--- config.mk ---
export PLATFORM = sky130hd
export DESIGN_NAME = sram_arb_bridge
export DESIGN_NICKNAME = d
export VERILOG_FILES = /design/src/rtl/sram_arb_bridge_pkg.sv /design/src/rtl/sram_arb_grant.sv /design/src/rtl/sram_arb_bridge.sv
export SDC_FILE = /design/constraint.sdc
export NUM_CORES = 1
export LEC_CHECK = 0
export BUFFER_PORTS_ARGS = -buffer_cell sky130_fd_sc_hd__buf_2
export CAP_MARGIN = 20
export CORE_AREA = 2 2 121 123
export CTS_CLUSTER_DIAMETER = 30
export DETAILED_ROUTE_END_ITERATION = 10
export DIE_AREA = 0 0 123 125
export SLEW_MARGIN = 20
export SYNTH_ARGS = -nofsm -noshare
export SYNTH_HDL_FRONTEND = slang
export SYNTH_SLANG_ARGS = --single-unit
--- constraint.sdc ---
create_clock -name clk -period 0.9 [get_ports clk]
set_clock_uncertainty 0.1 [all_clocks]
set_input_delay 0.09 -clock clk [delete_from_list [all_inputs] [get_ports clk]]
set_output_delay 0.09 -clock clk [all_outputs]
set_load 0.05 [all_outputs]
--- src/rtl/sram_arb_bridge_pkg.sv ---
`default_nettype none
// ============================================================================
// sram_arb_bridge_pkg : owner encodings and default widths for the SRAM bridge
// Revision 1.0
// ============================================================================
package sram_arb_bridge_pkg;

  localparam logic OWNER_INST = 1'b0;
  localparam logic OWNER_DATA = 1'b1;

  localparam int DEF_ADDR_W = 32;
  localparam int DEF_DATA_W = 32;

endpackage
`default_nettype wire

--- src/rtl/sram_arb_grant.sv ---
`default_nettype none
// ============================================================================
// sram_arb_grant : combinational 2-way arbiter; round-robin with SRAM_ARB_RR_EN
// Revision 1.0
// ============================================================================
module sram_arb_grant
  import sram_arb_bridge_pkg::*;
(
`ifdef SRAM_ARB_RR_EN
  input  logic clk,
  input  logic reset,
`endif
  input  logic inst_req_i,
  input  logic data_req_i,
  input  logic en_i,
  output logic gnt_valid_o,
  output logic gnt_owner_o
);

`ifdef SRAM_ARB_RR_EN
  logic last_grant_q;
  logic last_grant_d;

  always_comb begin
    gnt_valid_o  = (inst_req_i | data_req_i) & en_i;
    gnt_owner_o  = OWNER_INST;
    if (inst_req_i && data_req_i) begin
      gnt_owner_o = (last_grant_q == OWNER_INST) ? OWNER_DATA : OWNER_INST;
    end else if (data_req_i) begin
      gnt_owner_o = OWNER_DATA;
    end
    last_grant_d = gnt_valid_o ? gnt_owner_o : last_grant_q;
  end

  always_ff @(posedge clk) begin
    if (reset) begin
      last_grant_q <= OWNER_INST;
    end else begin
      last_grant_q <= last_grant_d;
    end
  end
`else
  // Data port wins every conflict, so no history is kept.
  always_comb begin
    gnt_valid_o = (inst_req_i | data_req_i) & en_i;
    gnt_owner_o = data_req_i ? OWNER_DATA : OWNER_INST;
  end
`endif

endmodule
`default_nettype wire

--- src/rtl/sram_arb_bridge.sv ---
`default_nettype none
// ============================================================================
// sram_arb_bridge : arbitrates inst/data masters onto a 1-cycle-latency SRAM
// Optional round-robin arbitration via SRAM_ARB_RR_EN. Revision 1.0
// ============================================================================
module sram_arb_bridge
  import sram_arb_bridge_pkg::*;
#(
  parameter int ADDR_W = DEF_ADDR_W,
  parameter int DATA_W = DEF_DATA_W
) (
  input  logic                clk,
  input  logic                reset,
  input  logic                i_req,
  input  logic                i_wr,
  input  logic [DATA_W/8-1:0] i_wstrb,
  input  logic [ADDR_W-1:0]   i_addr,
  input  logic [DATA_W-1:0]   i_wdata,
  output logic                i_addr_ok,
  output logic                i_data_ok,
  output logic [DATA_W-1:0]   i_rdata,
  input  logic                d_req,
  input  logic                d_wr,
  input  logic [DATA_W/8-1:0] d_wstrb,
  input  logic [ADDR_W-1:0]   d_addr,
  input  logic [DATA_W-1:0]   d_wdata,
  output logic                d_addr_ok,
  output logic                d_data_ok,
  output logic [DATA_W-1:0]   d_rdata,
  output logic                sram_en,
  output logic [DATA_W/8-1:0] sram_we,
  output logic [ADDR_W-1:0]   sram_addr,
  output logic [DATA_W-1:0]   sram_wdata,
  input  logic [DATA_W-1:0]   sram_rdata
);

  logic gnt_valid;
  logic gnt_owner;
  logic resp_valid_q, resp_valid_d;
  logic resp_owner_q, resp_owner_d;

  sram_arb_grant u_grant (
`ifdef SRAM_ARB_RR_EN
    .clk         (clk),
    .reset       (reset),
`endif
    .inst_req_i  (i_req),
    .data_req_i  (d_req),
    .en_i        (~reset),
    .gnt_valid_o (gnt_valid),
    .gnt_owner_o (gnt_owner)
  );

  always_comb begin
    i_addr_ok    = gnt_valid & (gnt_owner == OWNER_INST);
    d_addr_ok    = gnt_valid & (gnt_owner == OWNER_DATA);
    sram_en      = gnt_valid;
    sram_we      = '0;
    sram_addr    = (gnt_owner == OWNER_DATA) ? d_addr  : i_addr;
    sram_wdata   = (gnt_owner == OWNER_DATA) ? d_wdata : i_wdata;
    if (gnt_valid) begin
      if (gnt_owner == OWNER_DATA) begin
        sram_we = d_wr ? d_wstrb : '0;
      end else begin
        sram_we = i_wr ? i_wstrb : '0;
      end
    end
    resp_valid_d = gnt_valid;
    resp_owner_d = gnt_valid ? gnt_owner : resp_owner_q;
  end

  always_ff @(posedge clk) begin
    if (reset) begin
      resp_valid_q <= 1'b0;
      resp_owner_q <= OWNER_INST;
    end else begin
      resp_valid_q <= resp_valid_d;
      resp_owner_q <= resp_owner_d;
    end
  end

  // A response captured just before reset must not leak out during reset.
  assign i_data_ok = resp_valid_q & ~reset & (resp_owner_q == OWNER_INST);
  assign d_data_ok = resp_valid_q & ~reset & (resp_owner_q == OWNER_DATA);
  assign i_rdata   = sram_rdata;
  assign d_rdata   = sram_rdata;

endmodule
`default_nettype wire

Yosys cells after proc, flatten, opt, wreduce, memory -nomap -nowiden
Cells that the tools add are included.
- bits in registers: 2
- input port bits: 174
- output and inout port bits: 137
- logic and storage cells: 19
- mux-type cells: 7
- bitwise operators: 10
- operators by type and width (cell ; count):
    $mux 32 ; 2
    $mux 4 ; 4
    $and 1x1->1 ; 6
    $not 1->1 ; 3
    $mux 1 ; 1
    $or 1x1->1 ; 1

Logic depth before layout (Yosys ltp)
- depth after elaboration: 3
- depth in mapped cells: 5
- depth with buffers taken out: 2

By module
A second synthesis with hierarchy kept.
- cells, all modules: 161
- area, all modules: 1428.9 um2
- by module, submodules not included (module ; times used ; cells each ; area an instance (um2) ; seq. area each (um2)):
    sram_arb_bridge ; 1 ; 159 ; 1413.9 ; 40.0
    sram_arb_grant ; 1 ; 2 ; 15.0 ; 0.0

Worst setup path before layout
OpenSTA, ideal clock, no wires.
- path type: input -> output
- start point: input port d_req
- end point: output port i_addr_ok
- arrival time: 1.638 ns
- required time: 0.710 ns
- setup slack: -0.928 ns
- stages: 4
- buffers on the path: 3
- cell sequence: buf_6 -> buf_6 -> buf_6 -> nor3b_1
- cells in the longest elaborated chain, start to end: 3
- elaborated cells between the ends (all ways): 5
- those cells by class: mux: 1; bitwise: 4
- ends and longest elaborated chain (element ; line ; source):
    start, declared ; sram_arb_bridge.sv:22 ; input logic d_req,
    $or 1x1->1 or $mux 1 (tied branches) ; sram_arb_grant.sv:45, sram_arb_grant.sv:46 ;
    $and 1x1->1 or $not 1->1 (tied branches) ; sram_arb_grant.sv:45, sram_arb_bridge.sv:55 ;
    $and 1x1->1 * ; sram_arb_bridge.sv:55 ; i_addr_ok = gnt_valid & (gnt_owner == OWNER_INST);
    end, declared ; sram_arb_bridge.sv:19 ; output logic i_addr_ok,
Mark *: on every way between the ends. The rest lies on a longest branch, timed or not.

Worst setup path after layout
- start point: register resp_owner_q
- end point: output port d_data_ok
- cells in the longest elaborated chain, start to end: 1
- ends and longest elaborated chain (element ; line ; source):
    start, declared ; sram_arb_bridge.sv:40 ; logic resp_owner_q, resp_owner_d;
    start signal, assigned ; sram_arb_bridge.sv:78 ; resp_owner_q <= resp_owner_d;
    $and 1x1->1 ; sram_arb_bridge.sv:84 ; assign d_data_ok = resp_valid_q & ~reset & (resp_owner_q == OWNER_DATA);
    end, declared ; sram_arb_bridge.sv:28 ; output logic d_data_ok,
Every way passes these cells.

==> impl_metrics.py <==
metrics = {
    "outcome": {
        "status": "finished with violations",
        "violations": "setup timing",
    },
    "grt": {
        "grt_pass1_vias": 1900,
        "overflow": 0,
        "grt_pass1_wl_um": 9830,
        "grt_usage_pct": 8.14,
        "grt_max_degree": 15,
        "antenna_found_initial": 2,
    },
    "drt": {
        "detail_route.iter0.violations": 34,
        "dr.pass1.iters": 4,
        "wire_per_inst_um": 14.1,
        "highest_layer": "met4",
        "ant_nets": 0,
        "vias_per_cell": 3.46,
        "vias": 1729,
        "wl_um": 7050,
        "dr_wl_met2_um": 3790,
        "drcViolationCount": 0,
        "wl_met3_um": 717,
        "wirelength_met1_um": 2470,
    },
    "sta": {
        "slew_violations": 0,
        "tightest_slew_ns": 0.152,
        "slew_headroom_pct": 89.8,
        "fin_crit_ns": 1.11,
        "fin_crit_sh_pct": 123,
        "rsz0062_at_grt": "true",
        "final_hold_viol_count": 0,
        "timing.fmax_mhz": 903,
        "finalSetupViolCount": 71,
        "worst_slack_ns": -0.208,
    },
    "worst_setup_path": {
        "cp-startpoint": "resp_owner_q",
        "end_kind": "primary output",
        "critPathLaunchType": "flip-flop",
        "path_cells": "and3b_2 > buf_8",
        "critical_path_class": "flip-flop to primary output",
        "cp_slowest_cell": "dfxtp_2",
        "cp_slowest_stage_delay_ns": 0.34,
        "arrival_ns": 0.92,
        "crit_required_ns": 0.71,
        "reg2reg_from": "resp_owner_q",
        "crit_fanout": 3,
    },
    "final_layout": {
        "design_area_um2": 3450,
        "drive_above_1_share_pct": 98.4,
        "num-nets-final": 490,
        "syn_to_final_growth_pct": 132,
    },
    "clock_network": {
        "cts.sinks": 2,
        "clockBufferDepth": 2,
        "cts_buffers": 3,
        "clkTransAtPathRegs_ns": 0.03,
        "insertion_delay_ns": 0.22,
        "htreeDepth": 1,
        "root_buffer": "clkbuf_16",
        "cts_tree": "built",
    },
    "logic_synthesis": {
        "synth_top_area_cell": "mux2_2",
        "synth_nets": 329,
        "netlist_area_um2": 1490,
        "avgSynthCellArea_um2": 9.58,
        "synthTopCellsByArea": "mux2_2 36%, buf_4 32%, mux2_4 17%, buf_6 3.0%, dfxtp_1 2.7%",
        "synth_cell_types": 14,
        "synth_xor_area_share_pct": 0,
        "synthCells": 155,
        "ys_warn_count": 0,
        "synth_top_family_by_area": "multiplexers",
        "synth_compound_area_share_pct": 2.70,
        "yosys.area.top_type_share_pct": 35.6,
        "yosys-mux-area-fraction_pct": 52.8,
        "ys_ff_latch": 2,
        "yosysSeqAreaShare_pct": 2.70,
        "yosys.area_share.simple_pct": 4.47,
        "synth_fa_ha_area_share_pct": 0,
    },
    "hold_path": {
        "hp-class": "input port to flip-flop",
        "hold_path_startpoint": "reset",
    },
    "power": {
        "peakVddDrop_uv": 364,
        "p_leak_uw": 0.00185,
        "p_per_area_nw_per_um2": 970,
    },
    "flow_run": {
        "maxCapViolCount": 0,
    },
    "placed_design": {
        "port_buffers": 214,
        "place_area_um2": 2550,
        "place_congestion": 0.756,
        "post-place-ws_ns": -0.353,
        "place_hpwl_um": 5420,
    },
    "die": {
        "start_util_pct": 10.5,
        "die_w_um": 123,
        "die_h_um": 125,
        "io_pins": 311,
        "dieArea_um2": 15400,
        "coreArea_um2": 14200,
        "rows": 44,
    },
}
-- worst paths after layout --
check	cells past startpoint	end	slack, ns
max	2	d_data_ok	-0.21
min	3	resp_owner_q	0.08
max reg2reg	2	resp_owner_q	0.20
min reg2reg	2	resp_owner_q	0.39
-- cells in the mapped netlist --
library cell	instances
nor3b_1	2
nor2_1	4
and3b_1	2
dfxtp_1	2
nand2b_1	1
buf_6	4
and4bb_1	1
mux2_2	47
buf_2	5
buf_4	64
mux2_4	17
inv_1	1
a21oi_1	1
a22o_1	4
-- per-layer routing --
metal | global-route usage (%) | vias to the layer above
li1 | - | 799
met2 | 15.3 | 140
met5 | 0 | -
met4 | 1.80 | 0
met1 | 8.81 | 777
met3 | 2.46 | 13
-- state kept, by name (all words and copies together), names as in the netlist --
signal / flops
resp_owner_q: 1
resp_valid_q: 1
-- critical path, delay by kind of cell (launching register included) --
kind / cells / cell delay [ns]
and+or+nand+nor: 1 / 0.21
buffers and inverters: 1 / 0.14
DFF: 1 / 0.34
-- layout make-up --
class                           instances  area [µm²]
Tap cell                              184         230
Multi-Input combinational cell         79        1150
Antenna cell                            2        5.00
Inverter                                1        3.75
Fill cell                            1518       10800
Sequential cell                         2        41.3
Clock buffer                            3        75.1
Timing Repair Buffer                  229        1940
-- cell usage in the layout (no fill, tap or decap) --
cell type / synthesis / final
buf_12: 0 / 3
dfxtp_1: 2 / 1
buf_2: 5 / 139
inv_1: 1 / 1
a22o_4: 0 / 4
buf_4: 64 / 2
buf_8: 0 / 19
a21oi_1: 1 / 1
and3b_2: 0 / 2
nor3b_4: 0 / 2
buf_6: 4 / 57
mux2_4: 17 / 64
diode_2: 0 / 2
buf_16: 0 / 7
and4bb_4: 0 / 1
nor2_4: 0 / 3
nand2b_1: 1 / 1
dfxtp_2: 0 / 1
nor2_1: 4 / 1
clkbuf_16: 0 / 5
-- stage by stage --
| stage | TNS [ns] | instances | power (µW) | utilization, % | hold slack (ns) |
|---|---|---|---|---|---|
| finish | -9.46 | 500 | 3350 | 24.3 | 0.0765 |
| global placement | -21.36 | 488 | 2090 | 18.0 | 0.0805 |
| detailed placement | -22.29 | 488 | 2100 | 18.0 | 0.0805 |
| floorplan | -9.09 | 155 | 2310 | - | 0.143 |
| CTS | -9.94 | 496 | 3320 | 23.7 | 0.0805 |
| global route | -11.07 | 498 | 3470 | 24.3 | 0.0801 |
-- report_power, final --
| part | switching, µW | total (µW) | internal [µW] | leakage (µW) |
|---|---|---|---|---|
| Combinational | 1340 | 2570 | 1230 | 0.00179 |
| Clock | 108 | 674 | 566 | 0.0000370 |
| Sequential | 4.64 | 101 | 96.1 | 0.0000170 |
| Total | 1460 | 3350 | 1890 | 0.00185 |
-- cells by family (layout without fill, tap and decap cells) --
| kind of cell | count (synthesis) | count (layout) |
|---|---|---|
| DFF | 2 | 2 |
| other | 0 | 2 |
| AOI/OAI and AO/OA | 5 | 5 |
| muxes | 64 | 64 |
| buffers and inverters | 74 | 233 |
| and+or+nand+nor | 10 | 10 |
-- what timing repair did --
item	CTS	global route
endpoints found under the setup margin	73	72
resized for setup	187	8
buffers inserted	0	0
gates cloned	5	2
endpoints found under the hold margin	0	0
pin swaps	6	4
hold buffers	0	0
(Power assumes the default switching activity.)
